==> src/rtl/mtr_ramp_ctrl.sv <==
// Motor speed ramp controller: slews signed left/right speed commands toward
// latched targets once per tick, holds at zero before a reversal, and runs a
// fast ramp-down on emergency stop.

// One speed channel: target latch, dwell counter, and the per-tick slew step.
module mtr_ramp_lane #(
  parameter int STEP       = 4,
  parameter int BRAKE_STEP = 32,
  parameter int ZERO_DWELL = 8,
  parameter int SPD_MAX    = 1023
) (
  input  logic               clk,
  input  logic               rst_n,
  input  logic               clr,      // en low: wipe everything
  input  logic               ld,       // latch ld_val as new target
  input  logic signed [10:0] ld_val,
  input  logic               tick,
  input  logic               run,
  input  logic               brake,
  output logic signed [10:0] spd,
  output logic               at_tgt_nxt // post-update value equals target, no dwell
);
  localparam int DW = (ZERO_DWELL < 1) ? 1 : $clog2(ZERO_DWELL + 1);
  localparam logic [DW-1:0]      DW_LOAD = DW'(ZERO_DWELL);
  localparam logic [11:0]        STEP_W  = 12'(STEP);
  localparam logic [11:0]        BRK_W   = 12'(BRAKE_STEP);
  localparam logic signed [10:0] MAXV    = 11'(SPD_MAX);
  localparam logic signed [10:0] MINV    = 11'(-SPD_MAX);

  logic signed [10:0] tgt_q, tgt_d, spd_q, spd_d, sat, eff;
  logic [DW-1:0]      dwell_q, dwell_d;
  logic signed [11:0] diff;
  logic [11:0]        mag, delta, step_sz;

  // Saturate incoming target; -1024 folds to -SPD_MAX like any other overrange.
  always_comb begin
    sat = ld_val;
    if (ld_val > MAXV)      sat = MAXV;
    else if (ld_val < MINV) sat = MINV;
  end

  // Next-state for target, speed and dwell. Tick math uses the old target so a
  // strobe landing on a tick cycle only takes effect from the following tick.
  always_comb begin
    tgt_d   = tgt_q;
    spd_d   = spd_q;
    dwell_d = dwell_q;
    eff     = tgt_q;
    step_sz = STEP_W;
    diff    = '0;
    mag     = '0;
    delta   = '0;
    if (clr) begin
      tgt_d   = '0;
      spd_d   = '0;
      dwell_d = '0;
    end else begin
      if (ld)    tgt_d   = sat;
      if (brake) dwell_d = '0;
      if (tick && (run || brake)) begin
        if (run && dwell_q != '0) begin
          dwell_d = dwell_q - 1'b1;
        end else begin
          if (brake) begin
            eff     = '0;
            step_sz = BRK_W;
          end else if (spd_q != '0 && tgt_q != '0 && spd_q[10] != tgt_q[10]) begin
            eff = '0;   // reversal: come down to zero first
          end
          // 12-bit difference so +1023 -> -1023 cannot wrap
          diff  = {eff[10], eff} - {spd_q[10], spd_q};
          mag   = diff[11] ? $unsigned(-diff) : $unsigned(diff);
          delta = (mag < step_sz) ? mag : step_sz;
          spd_d = diff[11] ? (spd_q - delta[10:0]) : (spd_q + delta[10:0]);
          if (run && spd_q != '0 && spd_d == '0) dwell_d = DW_LOAD;
        end
      end
    end
  end

  assign at_tgt_nxt = (spd_d == tgt_d) && (dwell_d == '0);
  assign spd        = spd_q;

  // Channel state registers.
  always_ff @(posedge clk or negedge rst_n) begin
    if (!rst_n) begin
      tgt_q   <= '0;
      spd_q   <= '0;
      dwell_q <= '0;
    end else begin
      tgt_q   <= tgt_d;
      spd_q   <= spd_d;
      dwell_q <= dwell_d;
    end
  end
endmodule

module mtr_ramp_ctrl #(
  parameter int TICK_DIV   = 1024,
  parameter int STEP       = 4,
  parameter int BRAKE_STEP = 32,
  parameter int ZERO_DWELL = 8,
  parameter int SPD_MAX    = 1023
) (
  input  logic               clk,
  input  logic               rst_n,
  input  logic               en,
  input  logic               tgt_vld,
  input  logic signed [10:0] lft_tgt,
  input  logic signed [10:0] rght_tgt,
  input  logic               estop,
  output logic signed [10:0] lft_spd,
  output logic signed [10:0] rght_spd,
  output logic               settled,
  output logic [1:0]         state
);
  localparam int NUM_LANES = 2;   // lane 0 = left, lane 1 = right
  localparam int CW = $clog2(TICK_DIV);
  localparam logic [1:0] S_IDLE    = 2'b00;
  localparam logic [1:0] S_RUN     = 2'b01;
  localparam logic [1:0] S_BRAKE   = 2'b10;
  localparam logic [1:0] S_STOPPED = 2'b11;

  logic [1:0]                  state_q, state_nxt;
  logic [CW-1:0]               cnt_q;
  logic                        tick, ld, settled_q;
  logic [NUM_LANES-1:0][10:0]  tgt_in, spd_out;
  logic [NUM_LANES-1:0]        at_tgt;

  assign tick   = (state_q != S_IDLE) && (cnt_q == CW'(TICK_DIV - 1));
  // estop and BRAKE both block latching; the strobe that wakes STOPPED latches too
  assign ld     = en && tgt_vld && !estop && (state_q != S_BRAKE);
  assign tgt_in = {rght_tgt, lft_tgt};

  // Mode sequencing; en low overrides everything including estop.
  always_comb begin
    state_nxt = state_q;
    if (!en) state_nxt = S_IDLE;
    else begin
      case (state_q)
        S_IDLE:    state_nxt = S_RUN;
        S_RUN:     if (estop) state_nxt = S_BRAKE;
        S_BRAKE:   if (spd_out[0] == '0 && spd_out[1] == '0) state_nxt = S_STOPPED;
        S_STOPPED: if (tgt_vld && !estop) state_nxt = S_RUN;
        default:   state_nxt = S_IDLE;
      endcase
    end
  end

  // Tick prescaler, parked at zero while idle.
  always_ff @(posedge clk or negedge rst_n) begin
    if (!rst_n)                         cnt_q <= '0;
    else if (!en || state_q == S_IDLE)  cnt_q <= '0;
    else if (tick)                      cnt_q <= '0;
    else                                cnt_q <= cnt_q + 1'b1;
  end

  // State and settled flag; settled tracks the values being written this cycle.
  always_ff @(posedge clk or negedge rst_n) begin
    if (!rst_n) begin
      state_q   <= S_IDLE;
      settled_q <= 1'b0;
    end else begin
      state_q   <= state_nxt;
      settled_q <= en && (state_nxt == S_RUN) && (&at_tgt);
    end
  end

  for (genvar g = 0; g < NUM_LANES; g++) begin : g_lane
    mtr_ramp_lane #(
      .STEP(STEP), .BRAKE_STEP(BRAKE_STEP),
      .ZERO_DWELL(ZERO_DWELL), .SPD_MAX(SPD_MAX)
    ) u_lane (
      .clk        (clk),
      .rst_n      (rst_n),
      .clr        (!en),
      .ld         (ld),
      .ld_val     ($signed(tgt_in[g])),
      .tick       (tick),
      .run        (state_q == S_RUN),
      .brake      (state_q == S_BRAKE),
      .spd        (spd_out[g]),
      .at_tgt_nxt (at_tgt[g])
    );
  end

  assign lft_spd  = $signed(spd_out[0]);
  assign rght_spd = $signed(spd_out[1]);
  assign settled  = settled_q;
  assign state    = state_q;
endmodule
==> config.mk <==
export PLATFORM = sky130hd
export DESIGN_NAME = mtr_ramp_ctrl
export DESIGN_NICKNAME = d
export VERILOG_FILES = /design/src/rtl/mtr_ramp_ctrl.sv
export SDC_FILE = /design/constraint.sdc
export NUM_CORES = 1
export LEC_CHECK = 0
export ABC_CLOCK_PERIOD_IN_PS = 20300
export CAP_MARGIN = 15
export CORE_ASPECT_RATIO = 1.25
export CORE_MARGIN = 4
export CORE_UTILIZATION = 37
export CTS_CLUSTER_SIZE = 12
export DETAILED_ROUTE_END_ITERATION = 10
export PLACE_DENSITY = 0.56
export SKIP_LAST_GASP = 1
export SYNTH_ARGS = -nofsm -noshare
export SYNTH_HDL_FRONTEND = slang
export SYNTH_SLANG_ARGS = --single-unit
export TNS_END_PERCENT = 20
==> constraint.sdc <==
create_clock -name clk -period 20.3 [get_ports clk]
set_input_delay 5.075 -clock clk [delete_from_list [all_inputs] [get_ports clk]]
set_output_delay 5.075 -clock clk [all_outputs]
set_load 0.005 [all_outputs]
==> results_dict.tcl <==
set metrics [dict create \
    syn_to_final_growth_pct 14.7 \
    status "completed" \
    fin_nets 1017 \
    core-area_mm2 0.0182 \
    track_usage 0.200 \
    critPathSlowestCell "nor3_1" \
    cts_tree "done" \
    worstReg2RegStart "g_lane[1].u_lane.tgt_q[7]" \
    highest_layer "met4" \
    grt_overflow 0 \
    hold_class "reg2reg" \
    ys_seq_area_frac 0.235 \
    syn_inst 891 \
    drtIter0Drc 430 \
    rows 55 \
    ios 52 \
    critical_path.max_stage_delay_ps 700 \
    path_clk_slew_ps 50 \
    grt_pass1_wl_um 33300 \
    wl_met1_um 8830 \
    cts_resized 0 \
    vias 6591 \
    cts_hold_buf 0 \
    post-dp-hpwl_um 16700 \
    clock_path_buffers 2 \
    yosysWarnings 0 \
    critPathLaunch "g_lane[1].u_lane.tgt_q[7]" \
    synth-edff-count 0 \
    die_y_um 161 \
    maxSlewHeadroom 0.411 \
    max_freq_mhz 101 \
    start_kind "flip-flop" \
    setup_viol 0 \
    critPathKind "reg2reg" \
    h-tree-depth 3 \
    worstPathMaxFanout 11 \
    vias_per_cell 5.68 \
    p_leak_nw 3.32 \
    clock_skew_ps 5.03 \
    synth_top_area_cell "dfrtp_1" \
    numCtsBuffers 9 \
    grt_max_degree 66 \
    final.setup.tns_ps 0 \
    crit_arrival_ps 10140 \
    synth_ff_type "dfrtp_1" \
    rsz0062_at_grt "no" \
    drc 0 \
    wl_met2_um 11200 \
    numPortBuffers 51 \
    postCtsSetupBuffers 0 \
    synth_area_mm2 0.00692 \
    antenna_cells 0 \
    required_ps 20530 \
    path_common_cell "a21oi_1" \
    peakVddDrop_mv 0.0348 \
    drtPass1Iterations 4 \
    wl_met3_um 626 \
    post-route-min-period_ps 9910 \
    hold_path_startpoint "cnt_q[0]" \
    clockRootBuffer "clkbuf_16" \
    end_kind "flip-flop" \
    tightestPinTransition_ps 876 \
    start_util 0.379 \
    routed_wl_um 21100 \
    grt_pass1_vias 6312 \
    maxCapViolations 0 \
    final_antenna_net_count 0 \
    routabilityCongestion 0.887 \
    p_per_area_mw_per_mm2 61.5 \
    synth-async-reset-ratio 1.00 \
    drive_gt1_frac 0.0504 \
    avgSynthCellArea_um2 7.77 \
    wl_per_cell_um 18.2 \
    synth_cell_types 74 \
    die_w_um 130 \
    period_share 0.488 \
    ys_ff_latch 65 \
    syn-num-nets 980 \
    final_core_util 0.435 \
    insertion_delay_ps 330 \
    fp.dieArea_mm2 0.0210 \
    clkSinkCount 65 \
    hold_violations 0 \
    synthTopCellsByArea "dfrtp_1 (24%), ha_1 (10%), nor2_1 (6.0%)" \
    slew_viol_final 0 \
    netlist.area_leader.share 0.235 \
    antenna_found_initial 0 \
]
[cell usage in the layout, fill, tap and decap left out, types with 10 or more instances in the layout]
cell type and instances:
xnor2_1 42, clkdlybuf4s50_1 50, xor2_1 26, and2_1 35, a211oi_1 10, ha_1 58
inv_1 54, nor4_1 12, a21oi_1 72, o21ai_0 40, nor3b_1 20, nand3_1 31
nand2_1 64, dfrtp_1 65, nor3_1 21, nor2_1 110, a21o_1 16, o31ai_1 11
[cells in the mapped netlist, types with 3 or more instances]
cell and count:
o31ai_1 11, nand4_1 9, nor2_1 110, dfrtp_1 65, o21bai_1 3, o41ai_1 4, o22ai_1 5, nand3b_1 6
nand2_1 64, a221oi_1 4, a21o_1 16, nand3_1 31, xor2_1 26, clkbuf_1 27, inv_1 54, o221ai_1 3
nor3_1 21, or4_1 9, a211oi_1 10, a2111o_1 3, xnor2_1 42, o21ai_0 40, nor2b_1 8, a31oi_1 7
a21boi_0 3, or2_2 8, and3_1 9, and2_1 35, and4_1 3, fa_1 4, a21oi_1 72, a31o_2 4
mux2i_1 6, or3_1 8, nand2b_1 8, nor3b_1 20, a311oi_1 3, mux2_2 3, ha_1 58, o211ai_1 8
o21a_1 5, nor4_1 12
[sequential cells by signal (all words and copies together), names as in the netlist]
| name | cells |
|---|---|
| cnt_q | 10 |
| settled | 1 |
| g_lane.u_lane.dwell_q | 8 |
| g_lane.u_lane.spd | 22 |
| g_lane.u_lane.tgt_q | 22 |
| state | 2 |
[worst max-delay path: cells and delay by family (launching register included)]
family                   cells  cell delay [ps]
adder cells (fa/ha/maj)      4             1220
flip-flops                   1              390
XOR/XNOR                     4             1150
AND/OR/NAND/NOR              9             3060
multiplexers                 1              120
AO/OA/AOI/OAI               13             3860
[power by group]
group	internal, mW	switching [mW]	leakage [nW]
registers	0.132	0.00225	0.902
clock network	0.105	0.0560	0.153
logic	0.0779	0.115	2.27
total	0.315	0.173	3.32
[worst paths after layout]
check                                                 end  cells past startpoint  slack [ps]
worst max-delay path                              settled                     31       10390
worst min-delay path                             cnt_q[0]                      1         510
worst max register to register                    settled                     31       10390
worst min register to register                   cnt_q[0]                      1         510
max in group asynchronous       g_lane[1].u_lane.tgt_q[6]                      2       14790
min in group asynchronous                        cnt_q[3]                      2        4920
[stage by stage]
stage / hold slack [ps] / setup slack, ps / total power [mW] / instance area, µm² / instances
floorplan: 469 / 11720 / 0.282 / 6920 / 891
global placement: 514 / 10510 / 0.329 / 7630 / 1145
detailed placement: 517 / 10510 / 0.328 / 7630 / 1145
CTS: 525 / 10490 / 0.490 / 7940 / 1161
global route: 550 / 9600 / 0.516 / 7940 / 1161
finish: 513 / 10390 / 0.488 / 7940 / 1161
[final cells by class]
cell class	count	area, µm²
clock buffers	14	274
clock inverters	2	35.0
fillers	1889	10300
inverters	55	206
multi-input cells	740	4960
flip-flops and latches	65	1630
well taps	228	285
repair buffers	57	551
[metal layers]
metal | track usage | up-vias
met1 | 0.243 | 3135
met4 | 0.0657 | 0
met2 | 0.363 | 117
li1 | - | 3305
met5 | 0 | -
met3 | 0.0180 | 34
[logic make-up after synthesis]
group	after synthesis	synth area share
AND/OR/NAND/NOR	366	0.268
multiplexers	9	0.0136
adder cells (fa/ha/maj)	62	0.116
AO/OA/AOI/OAI	235	0.233
XOR/XNOR	68	0.0861
flip-flops	65	0.235
buffers and inverters	86	0.0479
No activity file was read; power rests on OpenSTA's default activity.
